$ cat src/rtl/serial_sub_pkg.sv
// serial_sub_pkg: shared FSM state encoding and default operand width
package serial_sub_pkg;

    typedef enum logic [1:0] {
        IDLE,
        RUN,
        DONE
    } state_t;

    localparam int DEFAULT_WIDTH = 4;

endpackage

$ cat src/rtl/serial_sub_fs.sv
// serial_sub_fs: 1-bit full subtractor, x - y - bin
module serial_sub_fs (
    input  logic x,
    input  logic y,
    input  logic bin,
    output logic d,
    output logic bout
);

    assign d    = x ^ y ^ bin;
    assign bout = (~x & y) | (~(x ^ y) & bin);

endmodule

$ cat src/rtl/serial_sub.sv
// serial_sub: bit-serial subtractor, LSB first, one bit per cycle
module serial_sub
    import serial_sub_pkg::*;
#(
    parameter int WIDTH = DEFAULT_WIDTH
) (
    input  logic             clk,
    input  logic             rst_n,
    input  logic             start,
    input  logic [WIDTH-1:0] a,
    input  logic [WIDTH-1:0] b,
    input  logic             b_input,
    output logic             ready,
    output logic [WIDTH-1:0] d,
    output logic             b_output,
    output logic             v,
    output logic             done
);

    localparam int CW = $clog2(WIDTH + 1);
    localparam logic [CW-1:0] LAST = CW'(WIDTH - 1);

    state_t           state;
    logic [CW-1:0]    cnt;
    logic [WIDTH-1:0] sa, sb, sr;
    logic             br, a_msb, b_msb, fd, fb;

    serial_sub_fs fs (.x(sa[0]), .y(sb[0]), .bin(br), .d(fd), .bout(fb));

    assign ready = state == IDLE;

    // operand MSBs are kept aside since the shift registers lose them during RUN
    always_ff @(posedge clk or negedge rst_n) begin
        if (!rst_n) begin
            state    <= IDLE;
            cnt      <= '0;
            sa       <= '0;
            sb       <= '0;
            sr       <= '0;
            br       <= 1'b0;
            a_msb    <= 1'b0;
            b_msb    <= 1'b0;
            d        <= '0;
            b_output <= 1'b0;
            v        <= 1'b0;
            done     <= 1'b0;
        end else begin
            done <= 1'b0;
            case (state)
                IDLE: if (start) begin
                    sa    <= a;
                    sb    <= b;
                    br    <= b_input;
                    a_msb <= a[WIDTH-1];
                    b_msb <= b[WIDTH-1];
                    cnt   <= '0;
                    state <= RUN;
                end
                RUN: begin
                    sa    <= sa >> 1;
                    sb    <= sb >> 1;
                    br    <= fb;
                    sr    <= {fd, sr[WIDTH-1:1]};
                    cnt   <= cnt + CW'(1);
                    state <= cnt == LAST ? DONE : RUN;
                end
                DONE: begin
                    d        <= sr;
                    b_output <= br;
                    v        <= (a_msb != b_msb) & (sr[WIDTH-1] != a_msb);
                    done     <= 1'b1;
                    state    <= IDLE;
                end
                default: state <= IDLE;
            endcase
        end
    end

endmodule

$ cat config.mk
export PLATFORM = sky130hd
export DESIGN_NAME = serial_sub
export DESIGN_NICKNAME = d
export VERILOG_FILES = /design/src/rtl/serial_sub_pkg.sv /design/src/rtl/serial_sub_fs.sv /design/src/rtl/serial_sub.sv
export SDC_FILE = /design/constraint.sdc
export NUM_CORES = 1
export LEC_CHECK = 0
export ABC_AREA = 0
export CAP_MARGIN = 0
export CORE_MARGIN = 8
export CORE_UTILIZATION = 51
export DETAILED_ROUTE_END_ITERATION = 7
export GPL_TIMING_DRIVEN = 1
export MAX_ROUTING_LAYER = met4
export PLACE_DENSITY = 0.77
export SYNTH_ARGS = -nofsm -noshare
export SYNTH_HDL_FRONTEND = slang
export SYNTH_SLANG_ARGS = --single-unit
$ cat constraint.sdc
create_clock -name clk -period 1.5 [get_ports clk]
set_input_delay 0.15 -clock clk [delete_from_list [all_inputs] [get_ports clk]]
set_output_delay 0.15 -clock clk [all_outputs]
set_load 0.01 [all_outputs]
==> impl_metrics.env, run 1 <==
export IMPL_run_status="finished, final reports clean"
export IMPL_diodes=0
export IMPL_grt_max_degree=28
export IMPL_vias_per_cell=5.15
export IMPL_yosys_warnings=0
export IMPL_maxCapViolCount=0
export IMPL_synth_top_area_share_pct=54.8
export IMPL_hold_viol=0
export IMPL_netlist_instances=106
export IMPL_p_comb_share_pct=44.4
export IMPL_ioPinCount=20
export IMPL_synth_area_mux_share_pct=11.0
export IMPL_rsz0062_at_grt="false"
export IMPL_vias=834
export IMPL_place_gp_congestion=0.813
export IMPL_clock_sinks=27
export IMPL_path_class="register to register"
export IMPL_root_buffer="clkbuf_4"
export IMPL_clock_skew_ns=0.00702
export IMPL_synth_top_area_cell="dfrtp_1"
export IMPL_cp_required_ns=1.73
export IMPL_fmax_ghz=0.714
export IMPL_swShare_pct=33.6
export IMPL_io_buffers=19
export IMPL_dieWidth_microns=65.2
export IMPL_dp_hpwl_microns=1650
export IMPL_layout_drive_gt1_share_pct=21.2
export IMPL_coreArea_sq_mm=0.00239
export IMPL_crit_chain="buf_4, buf_4, and2b_2, a22oi_1, o21ai_0"
export IMPL_setup_tns_ns=0
export IMPL_synthesis_nets=121
export IMPL_power_share_clock_pct=10.7
export IMPL_synth_xor_area_share_pct=0
export IMPL_worst_path_max_fanout=9
export IMPL_cpMostUsedCell="buf_4"
export IMPL_p_per_area_mw_per_mm2=1840
export IMPL_synth_compound_area_share_pct=11.9
export IMPL_clk_pin_slew_ns=0.13
export IMPL_tightest_slew_ns=0.341
export IMPL_crit_path_end_kind="register"
export IMPL_grt_ovfl_total=0
export IMPL_relSlewSlack_pct=77.3
export IMPL_h_tree_depth=1
export IMPL_first_global_vias=857
export IMPL_fin_hold_ws_ns=0.182
export IMPL_fillers=213
export IMPL_chipHeight_microns=65.2
export IMPL_p_leak_nw=0.707
export IMPL_initial_core_util_pct=51.7
export IMPL_ant_nets=0
export IMPL_yosysSeqAreaShare_pct=54.8
export IMPL_synth_ff_latch_count=27
export IMPL_synth_simple_area_share_pct=13.5
export IMPL_wl_microns=2250
export IMPL_routedWlPerCell_microns=13.9
export IMPL_p_sw_uw=936
export IMPL_synth_top_family_by_area="simple AND/OR/NAND/NOR gates"
export IMPL_finalMaxSlewViolations=0
export IMPL_drc=0
export IMPL_num_rows=18
export IMPL_cts_buffers_inserted=3
export IMPL_post_route_period_util_pct=93.4
export IMPL_synthAdderAreaFrac_pct=3.65
export IMPL_synth_area_sq_mm=0.00123
export IMPL_grt_pass1_wl_microns=3800
export IMPL_yosys_top_cells_area="dfrtp_1, mux2_4, o21ai_0, nand2_1, mux2_2"
export IMPL_track_usage_pct=11.6
export IMPL_first_pass_iters=4
export IMPL_arrival_ns=1.63
export IMPL_r2r_setup_slack_ns=0.1
export IMPL_post_route_util_pct=63.5
export IMPL_setup_violations=0
export IMPL_min_period_ns=1.40
export IMPL_nNetsFinal=148
export IMPL_p_seq_share_pct=44.8
export IMPL_start_kind="register"
export IMPL_ctsLongestPathBuffers=2
export IMPL_worstRegToRegCells=5
export IMPL_syn2layout_area_growth_pct=22.8
export IMPL_antenna_found_initial=0
export IMPL_intPower_mw=1.85
export IMPL_syn_area_per_cell_sq_um=11.6
export IMPL_hold_path_class="input pin to asynchronous set/reset pin"
export IMPL_dieArea_sq_mm=0.00425
export IMPL_finalPower_mw=2.79
export IMPL_dp_cells=156
export IMPL_insertion_delay_ns=0.31
export IMPL_slowest_stage="dfrtp_2"
export IMPL_cts_tree="yes"
export IMPL_synth_cell_types=23
export IMPL_vdd_ir_drop_worst_uv=991
export IMPL_fin_cells=162
export IMPL_critPathMaxStageDelay_ns=0.44
export IMPL_drt_iter0_drc=20
[path summary, 6_finish.rpt]
path                          start  endpoint
max in group asynchronous     rst_n  state[1]
setup reg to reg           state[0]     sb[1]
setup / recovery           state[0]     sb[1]
hold / removal                rst_n      d[3]
hold reg to reg              cnt[2]    cnt[2]
min in group clk               b[3]     b_msb
[power by group through the flow]
stage | Sequential [mW] | Clock (mW) | Combinational [mW]
global placement | 1.28 | 0 | 1.12
detailed placement | 1.30 | 0 | 1.17
CTS | 1.25 | 0.310 | 1.24
finish | 1.25 | 0.299 | 1.24
global route | 1.29 | 0.339 | 1.37
floorplan | 1.25 | 0 | 0.822
[repair_timing]
action	CTS	global route
hold buffers	0	0
setup buffers	2	0
setup endpoints to repair	1	3
gates resized for setup	3	2
[final cells by class]
cell class	count	area, sq um	area share, %
sequential	27	678	44.8
multi-input combinational	68	502	33.1
timing repair buffer	27	249	16.4
tap	30	37.5	2.48
clock buffer	4	26.3	1.73
inverter	6	22.5	1.49
[placed cells by master (no fill, tap or decap)]
cell,instances
dfrtp_1,25
clkdlybuf4s50_1,18
nand2_1,14
o21ai_0,14
buf_4,8
a21oi_1,7
inv_1,6
mux2_4,6
a22oi_1,4
mux2_2,4
nor2_1,3
clkbuf_4,3
and3b_1,2
nor2b_1,2
and2b_1,2
ha_1,2
dfrtp_2,2
nand2b_4,1
nor2b_2,1
nor2b_4,1
and2b_2,1
o21bai_4,1
nand2b_1,1
nor3b_1,1
fa_1,1
clkbuf_1,1
dlygate4sd2_1,1
[metal layers]
metal / wire length (microns) / track usage (%) / share of wire (%) / up-vias
met3: 123 / 3.23 / 5.5 / 4
li1: - / - / - / 406
met2: 1090 / 18.8 / 49 / 18
met5: 0 / - / 0 / -
met4: 25 / 6.27 / 1.1 / 0
met1: 1010 / 12.6 / 45 / 406
[worst max-delay path: cells and delay by family, from the launching register on]
kind / cells / cell delay [ns]
simple gates: 1 / 0.28
buf+inv: 2 / 0.35
compound gates: 2 / 0.24
flops: 1 / 0.44
[metrics by stage]
step	worst slack, ns	instance area (sq um)
after global placement	0.110	1460
final	0.0990	1520
after CTS	0.0369	1510
after floorplan	0.302	1230
after global routing	0.0187	1520
after detailed placement	0.0806	1460
[state kept, by name, summed over array words and instances (netlist names)]
signal,flops
b_msb,1
v,1
cnt,3
br,1
sr,4
sa,4
b_output,1
d,4
state,2
sb,4
done,1
a_msb,1
[cell families (layout without fill, tap and decap cells)]
family / count (synthesis) / in the layout
compound gates: 26 / 26
fa+ha+maj: 3 / 3
buf+inv: 11 / 37
flops: 27 / 27
mux: 10 / 10
simple gates: 29 / 29
[cell usage after synthesis (all sizes together)]
library cell	n
ha	2
mux2	10
clkbuf	1
nand2	14
a21oi	7
and3b	2
and2b	3
inv	6
fa	1
buf	4
nor2	3
nor3b	1
o21ai	14
a22oi	4
nor2b	4
dfrtp	27
nand2b	2
o21bai	1
(Power assumes the default switching activity.)
==> inputs of run 2 (changes only) <==
Settings changed: CORE_UTILIZATION 51 to 52, PLACE_DENSITY 0.77 to 0.78, SYNTH_HIERARCHICAL set to 1.
==> run 2 against run 1 <==
Sequential power is essentially flat. Global-route usage is 1.7 points higher. Utilization rose by 4.7 points. Synthesized cell count down 0.94%. Power increased by 5.7%. First-iteration DRC count up 35%. Maximum frequency shrank 1.1%. Worst hold slack lost 0.024 ns. Final area is 1.4% higher. Critical path depth shrank 4. Routed wire length rose by 7.6%. Clock power rose by 12%. Critical endpoint is now b_output. Largest power group is now combinational logic. Highest routed layer is now met3.
==> impl_metrics.env, run 2 <==
export IMPL_start_kind="register"
export IMPL_clock_skew_ns=0.00567
export IMPL_crit_path_end_kind="output port"
export IMPL_maxCapViolCount=0
export IMPL_fin_cells=160
export IMPL_final_common_cell="dfrtp_1"
export IMPL_coreArea_sq_mm=0.00225
export IMPL_synth_top_area_cell="dfrtp_1"
export IMPL_setup_tns_ns=0
export IMPL_crit_path_start="b_output"
export IMPL_grt_pass1_wl_microns=4200
export IMPL_dieArea_sq_mm=0.00423
export IMPL_vias_per_cell=5.25
export IMPL_track_usage_pct=13.2
export IMPL_fin_hold_ws_ns=0.158
export IMPL_dp_cells=153
export IMPL_rsz0062_at_grt="false"
export IMPL_hold_viol=0
export IMPL_first_global_vias=902
export IMPL_post_synth_top_count_cell="dfrtp_1"
export IMPL_ant_nets=0
export IMPL_wl_microns=2420
export IMPL_async_reset_ff_share_pct=100
export IMPL_clk_pin_slew_ns=0.16
export IMPL_nNetsFinal=148
export IMPL_synthAdderAreaFrac_pct=3.60
export IMPL_power_share_clock_pct=11.4
export IMPL_endpoint="b_output"
export IMPL_grt_max_degree=28
export IMPL_synth_edff_count=0
export IMPL_synth_xor_area_share_pct=0
export IMPL_dp_hpwl_microns=1750
export IMPL_drt_iter0_drc=27
export IMPL_chipHeight_microns=65.1
export IMPL_routedWlPerCell_microns=15.1
export IMPL_multi_input_area_sq_um=510
export IMPL_fillers=195
export IMPL_path_buf_inv=1
export IMPL_vdd_ir_drop_worst_uv=1030
export IMPL_ctsLongestPathBuffers=2
export IMPL_pre_cts_ws_ns=0.0890
export IMPL_place_area_sq_mm=0.00148
export IMPL_layout_drive_gt1_share_pct=22.7
export IMPL_register_area_sq_um=678
export IMPL_h_tree_depth=1
export IMPL_grt_ovfl_total=0
export IMPL_synth_area_mux_share_pct=13.2
export IMPL_critPathMaxStageDelay_ns=0.54
export IMPL_yosysSeqAreaShare_pct=54.0
export IMPL_worst_path_max_fanout=2
export IMPL_run_status="finished, final reports clean"
export IMPL_dieWidth_microns=65.1
export IMPL_p_seq_share_pct=43.0
export IMPL_cp_required_ns=1.35
export IMPL_synth_common_cells="dfrtp_1, nand2_1, o21ai_0"
export IMPL_tightest_slew_ns=0.424
export IMPL_worstRegToRegCells=3
export IMPL_p_per_area_mw_per_mm2=1920
export IMPL_r2r_start="state[1]"
export IMPL_synth_compound_area_share_pct=11.5
export IMPL_fin_area_sq_mm=0.00154
export IMPL_swShare_pct=34.3
export IMPL_finalPower_mw=2.95
export IMPL_slowest_stage="clkdlybuf4s50_1"
export IMPL_syn_area_per_cell_sq_um=11.9
export IMPL_syn2layout_area_growth_pct=22.8
export IMPL_p_comb_share_pct=45.7
export IMPL_synth_top_area_share_pct=54.0
export IMPL_diodes=0
export IMPL_cts_buffers_inserted=3
export IMPL_insertion_delay_ns=0.34
export IMPL_first_pass_iters=4
export IMPL_fmax_ghz=0.706
export IMPL_hold_path_class="input pin to asynchronous set/reset pin"
export IMPL_path_class="register to output port"
export IMPL_root_buffer="clkbuf_4"
export IMPL_post_route_util_pct=68.1
export IMPL_synth_simple_area_share_pct=12.5
export IMPL_intPower_mw=1.94
export IMPL_crit_chain="clkdlybuf4s50_1"
export IMPL_io_buffers=19
export IMPL_initial_core_util_pct=55.5
export IMPL_netlist_instances=105
export IMPL_vias=840
export IMPL_layout_common_cells="dfrtp_1, clkdlybuf4s50_1, nand2_1, o21ai_0, mux2_4"
export IMPL_drc=0
export IMPL_synthesis_nets=120
export IMPL_r2r_setup_slack_ns=0.09
export IMPL_yosys_warnings=6
export IMPL_fin_ws_ns=0.0839
export IMPL_p_sw_mw=1.01
export IMPL_synth_ff_latch_count=27
export IMPL_cp_depth=1
export IMPL_finalMaxSlewViolations=0
export IMPL_synth_ff_type="dfrtp_1"
export IMPL_arrival_ns=1.27
export IMPL_synth_top_family_by_area="multiplexers"
export IMPL_p_leak_nw=0.738
export IMPL_antenna_found_initial=0
export IMPL_ioPinCount=20
export IMPL_synth_cell_types=24
export IMPL_place_gp_congestion=0.763
export IMPL_min_period_ns=1.42
export IMPL_relSlewSlack_pct=71.7
export IMPL_path_delay_family="buffers and inverters"
export IMPL_cts_tree="yes"
export IMPL_synth_area_sq_mm=0.00125
export IMPL_r2r_end="sr[0]"
export IMPL_num_rows=17
export IMPL_clock_sinks=27
export IMPL_post_route_period_util_pct=94.4
export IMPL_yosys_top_cells_area="dfrtp_1, mux2_4, o21ai_0, nand2_1, a22oi_1"
export IMPL_setup_violations=0
run 2: cell types whose count changed in the layout (fill, tap and decap cells not counted), sizes merged:
cell / before / now
buf: 8 / 9
nor2b: 4 / 3
mux2: 10 / 11
a22oi: 4 / 5
clkinvlp: 0 / 1
o21ai: 14 / 13
a21oi: 7 / 6
nand2: 14 / 13
clkbuf: 4 / 3
inv: 6 / 7
run 2: area by class of cell:
cell class                      count  share of cell area [%]
Sequential cell                    27                    44.1
Multi-Input combinational cell     66                    33.2
Timing Repair Buffer               28                    16.7
Tap cell                           28                    2.28
Inverter                            7                    1.71
Clock buffer                        3                    1.47
Clock inverter                      1                   0.489
run 2: kinds of logic (layout without fill, tap and decap cells):
kind of cell	count (synthesis)	in the layout
AND/OR/NAND/NOR	27	27
flip-flops	27	27
AO/OA/AOI/OAI	25	25
adder cells (fa/ha/maj)	3	3
buffers and inverters	12	39
multiplexers	11	11
run 2: what timing repair did:
item | 4_1_cts | 5_1_grt
gates resized for setup | 3 | 0
setup endpoints to repair | 1 | 1
setup buffers | 2 | 1
hold buffers | 0 | 0
endpoints found under the hold margin | 0 | 0
run 2: metal layers:
| metal | routed length, microns | up-vias | track usage (%) |
|---|---|---|---|
| met5 | 0 | - | - |
| met4 | 0 | 0 | 6.54 |
| met3 | 101 | 0 | 4.30 |
| met2 | 1240 | 17 | 20.1 |
| met1 | 1080 | 416 | 15.4 |
| li1 | - | 407 | - |
run 2: power by group through the flow:
stage / registers, mW / clock network [mW] / logic, mW
3_5_place_dp: 1.33 / 0 / 1.27
3_3_place_gp: 1.29 / 0 / 1.20
5_1_grt: 1.31 / 0.384 / 1.49
2_1_floorplan: 1.26 / 0 / 0.893
4_1_cts: 1.27 / 0.340 / 1.34
6_report: 1.27 / 0.335 / 1.35
run 2: worst reg2reg max path, delay by kind of cell (launching register included):
family                 cells  cell delay, ns
AND/OR/NAND/NOR            1            0.33
buffers and inverters      1            0.17
flip-flops                 1            0.45
multiplexers               1            0.38
run 2: worst min path at each step:
stage / end / slack, ns / cells after the start
after floorplan: a_msb / -0.15 / 0
after global placement: v / 0.46 / 2
after detailed placement: sa[2] / 0.47 / 2
after CTS: sr[0] / 0.16 / 2
after global routing: sr[1] / 0.16 / 2
final: d[0] / 0.16 / 2
==> inputs of run 3 (changes only) <==
Settings changed: SKIP_LAST_GASP set to 1.
==> results of run 3 <==
Final layout, timing and power as in run 2 (identical DEF).
